$ cat config.mk
export PLATFORM = sky130hd
export DESIGN_NAME = midi_note_receiver
export DESIGN_NICKNAME = d
export VERILOG_FILES = /design/src/rtl/midi_pkg.sv /design/src/rtl/midi_uart_rx.sv /design/src/rtl/midi_note_receiver.sv
export SDC_FILE = /design/constraint.sdc
export NUM_CORES = 1
export LEC_CHECK = 0
export CORE_MARGIN = 5
export CORE_UTILIZATION = 50
export CTS_CLUSTER_SIZE = 8
export DETAILED_ROUTE_END_ITERATION = 6
export DONT_BUFFER_PORTS = 1
export SLEW_MARGIN = 20
export SYNTH_ARGS = -nofsm -noshare
export SYNTH_HDL_FRONTEND = slang
export SYNTH_SLANG_ARGS = --single-unit
$ cat constraint.sdc
create_clock -name clk -period 2.1 [get_ports clk]
set_input_delay 0.42 -clock clk [delete_from_list [all_inputs] [get_ports clk]]
set_output_delay 0.42 -clock clk [all_outputs]
set_load 0.005 [all_outputs]
$ cat src/rtl/midi_pkg.sv
// Shared types and constants for the MIDI note receiver: status nibbles,
// parser running-status and UART state encodings.
package midi_pkg;

  localparam logic [3:0] NIB_NOTE_OFF = 4'h8;
  localparam logic [3:0] NIB_NOTE_ON  = 4'h9;
  localparam logic [6:0] DEFAULT_NOTE = 7'd69;

  typedef enum logic [1:0] {
    RS_NONE,
    RS_NOTE_OFF,
    RS_NOTE_ON,
    RS_OTHER
  } run_status_e;

  typedef enum logic [2:0] {
    U_IDLE,
    U_START,
    U_DATA,
    U_STOP,
    U_WAIT_IDLE
  } uart_state_e;

  // System realtime bytes (0xF8-0xFF) may appear anywhere, even mid-message.
  function automatic logic is_realtime(input logic [7:0] b);
    return b[7:3] == 5'b11111;
  endfunction

endpackage

$ cat src/rtl/midi_uart_rx.sv
// 8N1 serial receiver for the MIDI input: 2-flop synchroniser, mid-bit
// sampling, glitch rejection on the start bit and framing-error reporting.
module midi_uart_rx
  import midi_pkg::*;
#(
  parameter int CLKS_PER_BIT = 1600
) (
  input  logic       i_clk,
  input  logic       i_rst,
  input  logic       i_rx,
  output logic [7:0] o_byte,
  output logic       o_byte_valid,
  output logic       o_framing_error
);

  localparam int CW   = (CLKS_PER_BIT > 1) ? $clog2(CLKS_PER_BIT) : 1;
  localparam int HALF = CLKS_PER_BIT / 2;

  uart_state_e   r_state;
  logic [1:0]    r_sync;
  logic          r_rx_prev;
  logic [CW-1:0] r_cnt;
  logic [2:0]    r_bit;
  logic [7:0]    r_shift;
  logic          r_byte_valid;
  logic          r_ferr;
  logic          w_rx;

  assign w_rx = r_sync[1];

  always_ff @(posedge i_clk or posedge i_rst) begin
    if (i_rst) begin
      r_sync       <= 2'b11;
      r_rx_prev    <= 1'b1;
      r_state      <= U_IDLE;
      r_cnt        <= '0;
      r_bit        <= '0;
      r_shift      <= '0;
      r_byte_valid <= 1'b0;
      r_ferr       <= 1'b0;
    end else begin
      r_sync       <= {r_sync[0], i_rx};
      r_rx_prev    <= w_rx;
      r_byte_valid <= 1'b0;
      r_ferr       <= 1'b0;
      unique case (r_state)
        U_IDLE: begin
          r_cnt <= '0;
          if (r_rx_prev && !w_rx) r_state <= U_START;
        end
        U_START: begin
          if (r_cnt == CW'(HALF - 1)) begin
            r_cnt   <= '0;
            r_bit   <= '0;
            // Line back high at mid start bit: treat as noise, no byte.
            r_state <= w_rx ? U_IDLE : U_DATA;
          end else begin
            r_cnt <= r_cnt + 1'b1;
          end
        end
        U_DATA: begin
          if (r_cnt == CW'(CLKS_PER_BIT - 1)) begin
            r_cnt   <= '0;
            r_shift <= {w_rx, r_shift[7:1]};
            if (r_bit == 3'd7) r_state <= U_STOP;
            else               r_bit   <= r_bit + 1'b1;
          end else begin
            r_cnt <= r_cnt + 1'b1;
          end
        end
        U_STOP: begin
          if (r_cnt == CW'(CLKS_PER_BIT - 1)) begin
            r_cnt <= '0;
            if (w_rx) begin
              r_byte_valid <= 1'b1;
              r_state      <= U_IDLE;
            end else begin
              r_ferr  <= 1'b1;
              r_state <= U_WAIT_IDLE;
            end
          end else begin
            r_cnt <= r_cnt + 1'b1;
          end
        end
        U_WAIT_IDLE: begin
          if (w_rx) r_state <= U_IDLE;
        end
        default: r_state <= U_IDLE;
      endcase
    end
  end

  assign o_byte          = r_shift;
  assign o_byte_valid    = r_byte_valid;
  assign o_framing_error = r_ferr;

endmodule

$ cat src/rtl/midi_note_receiver.sv
// MIDI Note On/Off front end for the tone generator: running-status parser
// driving a monophonic, last-note-priority note/velocity/gate output.
module midi_note_receiver
  import midi_pkg::*;
#(
  parameter int         CLK_HZ            = 50000000,
  parameter int         BAUD              = 31250,
  parameter bit         CHANNEL_FILTER_EN = 1'b0,
  parameter logic [3:0] CHANNEL           = 4'd0
) (
  input  logic       clk,
  input  logic       reset,
  input  logic       midi_rx,
  output logic [6:0] MIDI_freq,
  output logic [6:0] volume,
  output logic       gate,
  output logic       note_strobe,
  output logic       framing_error
);

  localparam int CLKS_PER_BIT = CLK_HZ / BAUD;

  logic [7:0]  w_byte;
  logic        w_byte_valid;
  logic        w_ferr;
  logic        w_chan_ok;
  logic [6:0]  w_data;

  run_status_e r_rs;
  logic        r_idx;
  logic [6:0]  r_key;
  logic [6:0]  r_freq;
  logic [6:0]  r_vol;
  logic        r_gate;
  logic        r_strobe;

  midi_uart_rx #(
    .CLKS_PER_BIT(CLKS_PER_BIT)
  ) u_rx (
    .i_clk          (clk),
    .i_rst          (reset),
    .i_rx           (midi_rx),
    .o_byte         (w_byte),
    .o_byte_valid   (w_byte_valid),
    .o_framing_error(w_ferr)
  );

  assign w_chan_ok = !CHANNEL_FILTER_EN || (w_byte[3:0] == CHANNEL);
  assign w_data    = w_byte[6:0];

  always_ff @(posedge clk or posedge reset) begin
    if (reset) begin
      r_rs     <= RS_NONE;
      r_idx    <= 1'b0;
      r_key    <= '0;
      r_freq   <= DEFAULT_NOTE;
      r_vol    <= '0;
      r_gate   <= 1'b0;
      r_strobe <= 1'b0;
    end else begin
      r_strobe <= 1'b0;
      if (w_byte_valid) begin
        if (is_realtime(w_byte)) begin
          // Realtime bytes are transparent to message assembly.
        end else if (w_byte[7:4] == 4'hF) begin
          r_rs  <= RS_NONE;
          r_idx <= 1'b0;
        end else if (w_byte[7]) begin
          r_idx <= 1'b0;
          if (w_chan_ok && w_byte[7:4] == NIB_NOTE_OFF)     r_rs <= RS_NOTE_OFF;
          else if (w_chan_ok && w_byte[7:4] == NIB_NOTE_ON) r_rs <= RS_NOTE_ON;
          else                                              r_rs <= RS_OTHER;
        end else if (r_rs == RS_NOTE_ON || r_rs == RS_NOTE_OFF) begin
          if (!r_idx) begin
            r_key <= w_data;
            r_idx <= 1'b1;
          end else begin
            r_idx <= 1'b0;
            if (r_rs == RS_NOTE_ON && w_data != 7'd0) begin
              r_freq   <= r_key;
              r_vol    <= w_data;
              r_gate   <= 1'b1;
              r_strobe <= 1'b1;
            end else if (r_gate && r_key == r_freq) begin
              // Only releasing the sounding key silences; MIDI_freq is kept.
              r_gate <= 1'b0;
              r_vol  <= '0;
            end
          end
        end
      end
    end
  end

  assign MIDI_freq     = r_freq;
  assign volume        = r_vol;
  assign gate          = r_gate;
  assign note_strobe   = r_strobe;
  assign framing_error = w_ferr;

endmodule

* After elaboration in Yosys (flattened, before gate mapping)
Index checks and enable logic that the tools add are counted.
** Storage, ports and cells
- Bits in registers :: 56
- Word-level logic and storage cells :: 104
** Operators by class
- Add/sub/neg operators :: 2
- Equal/unequal tests :: 21
- Multiplexer cells :: 41
- Bitwise operators :: 4
- Reductions and logical operators :: 21
** Operator list (count)
- case mux 11 bit (3 select lines) :: 1
- 2-to-1 mux 3 bit :: 10
- 2-to-1 mux 11 bit :: 2
- 2-to-1 mux 1 bit :: 20
- case mux 3 bit (5 select lines) :: 1
- 2-to-1 mux 7 bit :: 2
- AND reduction 7 bit :: 2
- == test 4 bit (second input constant) :: 3
- inequality test 2 x 1 -> 1 bit (second input constant) :: 6
- AND reduction 6 bit :: 2
- adder 11 x 1 -> 11 bit (second input constant) :: 1
- == test 11 x 10 -> 1 bit (second input constant) :: 1
- == test 11 bit (second input constant) :: 1
- 2-to-1 mux 2 bit :: 4
- == test 7 bit :: 1
- nonzero test 7 bit :: 1
- == test 3 x 2 -> 1 bit (second input constant) :: 2
- == test 3 bit (second input constant) :: 2
- case mux 3 bit (2 select lines) :: 1
- AND reduction 3 bit :: 2
- nonzero test 2 bit :: 3
- nonzero test 3 bit :: 2
- == test 5 bit (second input constant) :: 1
- NOT 1 bit :: 4
- other kinds (12) :: 14

* Logic depth before layout (Yosys ltp)
- Depth after elaboration :: 9
- Gate-level depth with buffers :: 7

* Hierarchy
From an unflattened synthesis, not the netlist that was laid out.
** Unflattened totals
- Cell total of the unflattened synthesis :: 227
- Area total of the unflattened synthesis :: 2663.8 µm²
** Modules (own cells, without submodules)
- midi_uart_rx :: times used 1, cells an instance 139, area an instance 1511.4 µm²
- midi_note_receiver :: times used 1, cells an instance 88, area an instance 1152.4 µm²

* Least setup slack after synthesis
No wires, ideal clock.
- Path kind :: reg-to-reg
- Start :: reg u_rx.r_bit[0]
- End :: reg u_rx.r_bit[1]
- Data arrival time :: 1.653 ns
- Required time :: 1.978 ns
- Slack :: 0.325 ns
- Cell stages (with the launch flop) :: 7
- Buffers on the path :: 0
- Clock period less this slack :: 1.775 ns
- Cell sequence :: dfrtp_1 -> ha_1 -> ha_1 -> inv_1 -> or2b_2 -> a221o_1 -> a32o_1
** On the way
- Cells in the longest elaborated chain, start to end :: 4
** Ends and longest elaborated chain
- start, declared :: RTL line midi_uart_rx.sv:23 : logic [2:0] r_bit;
- start signal, assigned :: RTL line midi_uart_rx.sv:66 : else r_bit <= r_bit + 1'b1;
- adder 3 x 1 -> 3 bit :: RTL line midi_uart_rx.sv:66
- 2-to-1 mux 3 bit :: RTL line midi_uart_rx.sv:65 : if (r_bit == 3'd7) r_state <= U_STOP;
- 2-to-1 mux 3 bit :: RTL line midi_uart_rx.sv:62 : if (r_cnt == CW'(CLKS_PER_BIT - 1)) begin
- case mux 3 bit (2 select lines) :: RTL line midi_uart_rx.sv:46 : unique case (r_state)
Parallel ways exist; a longest one is shown, timed or not. The select of a mux whose other input is x is not followed.
A chain may end at the register's enable or synchronous reset.

* Worst setup path in the final report
- Start :: reg u_rx.r_cnt[0]
- End :: reg u_rx.r_cnt[9]
** On the way
- Cells in the longest elaborated chain, start to end :: 3
** Ends and longest elaborated chain
- start, declared :: RTL line midi_uart_rx.sv:22 : logic [CW-1:0] r_cnt;
- start signal, assigned :: RTL line midi_uart_rx.sv:58 : r_cnt <= r_cnt + 1'b1;
- start signal, assigned :: RTL line midi_uart_rx.sv:68 : r_cnt <= r_cnt + 1'b1;
- start signal, assigned :: RTL line midi_uart_rx.sv:82 : r_cnt <= r_cnt + 1'b1;
- adder 11 x 1 -> 11 bit, or another cell as far along :: RTL line midi_uart_rx.sv:58, midi_uart_rx.sv:68, midi_uart_rx.sv:82
- 2-to-1 mux 11 bit (on tied branches) :: RTL line midi_uart_rx.sv:62, midi_uart_rx.sv:72, midi_uart_rx.sv:52
- case mux 11 bit (3 select lines) (*) :: RTL line midi_uart_rx.sv:46
Every way passes the cells marked *; elsewhere a longest branch is shown, timed or not.

==> out/qor.yml <==
status:
  status: "completed"
sta:
  setup_tns_ns: 0
  max_freq_mhz: 508
  worstMarginPinSlew_ns: 0.496
  drv_slew: 0
  hold_viol: 0
  finalSetupViolations: 0
  relSlewSlack_pct: 66.5
  clock_skew_ns: 0.00974
  post-route-min-period_ns: 1.97
  min_period_over_period_pct: 93.8
job:
  drv_cap: 0
detailed_routing:
  drt_first_pass_iters: 4
  drcViolationCount: 0
  dr_total_vias: 1837
  ant_nets: 0
  drt-total-wl_mm: 4.99
  routedWlPerCell_um: 15.6
  drt-initial-drc-count: 76
  viasPerCell: 5.74
global_routing:
  gr-usage-met1_pct: 21.4
  grt-busiest-layer: "met2"
  grt_pass1_vias: 1788
  grt_max_degree: 57
  grt_pass1_wl_mm: 8.62
  grt_usage_pct: 15.0
  grt_overflow: 0
  met2_usage_pct: 22.7
  antenna_found_initial: 0
  met3_usage_pct: 4.42
clock_tree:
  path_clk_slew_ns: 0.10
  cts_sinks: 56
  cts_tree: "built"
  clock_latency_ns: 0.31
  cts_buffer_depth: 2
  ctsHoldBuffers: 0
  post_cts_buffers: 0
  post_cts_resized: 0
  cts_made_buffers: 5
  htree_levels: 2
  root_buffer: "clkbuf_8"
synth:
  ys.flop_type: "dfrtp_1"
  synth_nets: 250
  yosysSeqAreaShare_pct: 51.3
  syn_area_per_cell_sq_um: 11.3
  yosys.cell_types.count: 58
  yosysWarningCount: 0
  syn_inst: 243
  synth_seq_cells: 56
  async_flop_share_pct: 100
  synth_edf_count: 0
  netlist_area_sq_um: 2750
power:
  pwr_density_cell_nw_per_um2: 671
  vdd_drop_max_mv: 0.377
  p_leak_nw: 1.40
  finalPower_w: 0.00199
final_layout:
  fin_util_pct: 54.4
  nets: 254
  diodes: 0
  area_delta_synth_final_pct: 7.69
  drive_above_1_share_pct: 24.2
  fin_area_sq_um: 2960
  fin_cells: 320
setup_path:
  worstSetupEndpointType: "flop"
  crit_required_ns: 2.31
  criticalPathCategory: "flop to flop"
  start_kind: "flop"
  cp.arrival_ns: 2.18
  crit_path_max_fanout: 7
placed_design:
  dp_hpwl_mm: 3.51
  dp_cells: 312
  placed_area_sq_um: 2850
  gp_congestion: 0.775
  io_buffers: 0
floorplanning:
  start_util_pct: 50.5
  core_area_sq_um: 5440
  num_rows: 27
  die_w_um: 84.1
  fp.dieH_um: 84.1
  pin_count: 20
  die-area_sq_um: 7080
worst_hold_path:
  min_path_type: "input pin to async pin"
[cells in the mapped netlist, drive strengths merged (2+ instances only)]
master | instances | share of area (%)
dfrtp | 50 | 46
mux2 | 20 | 8.3
nand2 | 19 | 2.9
o21ai | 16 | 2.9
inv | 12 | 1.6
nand4 | 9 | 2.6
and2 | 8 | 1.9
nand3 | 7 | 1.3
nor2 | 7 | 1.2
a21oi | 6 | 1.1
dfstp | 6 | 5.7
a22o | 5 | 1.6
and3 | 5 | 1.2
buf | 5 | 1.3
clkbuf | 5 | 0.68
xor2 | 5 | 1.6
a41oi | 4 | 1.5
ha | 4 | 1.8
a221o | 3 | 1.1
a31oi | 3 | 0.68
nand2b | 3 | 0.68
nor3 | 3 | 0.73
nor4 | 3 | 0.68
or3 | 3 | 0.68
xnor2 | 3 | 0.96
a32o | 2 | 0.73
nor2b | 2 | 0.46
nor3b | 2 | 1.1
o22ai | 2 | 0.46
o2bb2ai | 2 | 0.64
o41ai | 2 | 0.64
or2 | 2 | 0.55
or4 | 2 | 0.55
or4b | 2 | 0.73
[metrics by stage]
step	hold WS, ns	setup slack, ns
after floorplan	0.345	0.319
after global placement	0.347	0.145
after detailed placement	0.348	0.0478
after CTS	0.0355	0.0229
after global routing	0.0414	-0.00420
final	0.0269	0.131
[worst paths after layout]
| path | endpoint | slack, ns | depth (start not counted) | start |
|---|---|---|---|---|
| max reg2reg | u_rx.r_cnt[9] | 0.13 | 6 | u_rx.r_cnt[0] |
| min in group clk | u_rx.r_sync[0] | 0.09 | 0 | midi_rx |
| max | u_rx.r_cnt[9] | 0.13 | 6 | u_rx.r_cnt[0] |
| min | r_key[3] | 0.03 | 2 | reset |
| max in group asynchronous | u_rx.r_rx_prev | 1.79 | 2 | reset |
| min reg2reg | u_rx.r_sync[1] | 0.36 | 0 | u_rx.r_sync[0] |
[power by group]
part / leakage (nW) / switching, W / internal (W)
Sequential: 0.745 / 0.0000653 / 0.00114
Combinational: 0.605 / 0.000110 / 0.0000732
Clock: 0.0485 / 0.000357 / 0.000240
[sequential cells by signal, summed over array words and instances, names as in the netlist, 2 cells and up]
register      cells
MIDI_freq         7
r_key             7
r_rs              2
u_rx.o_byte       8
u_rx.r_bit        3
u_rx.r_cnt       11
u_rx.r_state      3
u_rx.r_sync       2
volume            7
[per-layer routing]
metal	up-vias	share of wire (%)
met5	-	0
met4	0	1.0
met3	5	3.8
met2	24	46
met1	909	49
li1	899	-
[kinds of logic after synthesis]
| logic type | after synthesis | synth area share (%) |
|---|---|---|
| buf+inv | 22 | 3.64 |
| simple gates | 83 | 19.3 |
| fa+ha+maj | 4 | 1.82 |
| compound gates | 50 | 13.1 |
| mux | 20 | 8.33 |
| flops | 56 | 51.3 |
| xor+xnor | 8 | 2.55 |
[worst max-delay path, stage by stage (launching register included)]
cell and delay (ns):
dfrtp_1 0.41, ha_1 0.26, and4_2 0.32, a41oi_4 0.27
buf_4 0.21, nand2_4 0.07, o41ai_2 0.31
[area by class of cell]
cell class              instances  area, sq um
flip-flops and latches         56         1410
repair buffers                  7         65.1
clock inverters                 3         22.5
clock buffers                   5         68.8
multi-input cells             165         1260
well taps                      72         90.1
fillers                       491         2480
inverters                      12         45.0
[cells in the final DEF (no fill, tap or decap), drive strengths merged, types with 3 or more instances in the layout]
cell type | netlist | final
a21oi | 6 | 6
a221o | 3 | 3
a22o | 5 | 5
a31oi | 3 | 3
a41oi | 4 | 4
and2 | 8 | 8
and3 | 5 | 5
buf | 5 | 7
clkbuf | 5 | 5
dfrtp | 50 | 50
dfstp | 6 | 6
ha | 4 | 4
inv | 12 | 13
mux2 | 20 | 20
nand2 | 19 | 19
nand2b | 3 | 3
nand3 | 7 | 7
nand4 | 9 | 9
nor2 | 7 | 7
nor3 | 3 | 3
nor4 | 3 | 3
o21ai | 16 | 16
or3 | 3 | 3
xnor2 | 3 | 3
xor2 | 5 | 5
No activity file was read; power rests on OpenSTA's default activity.
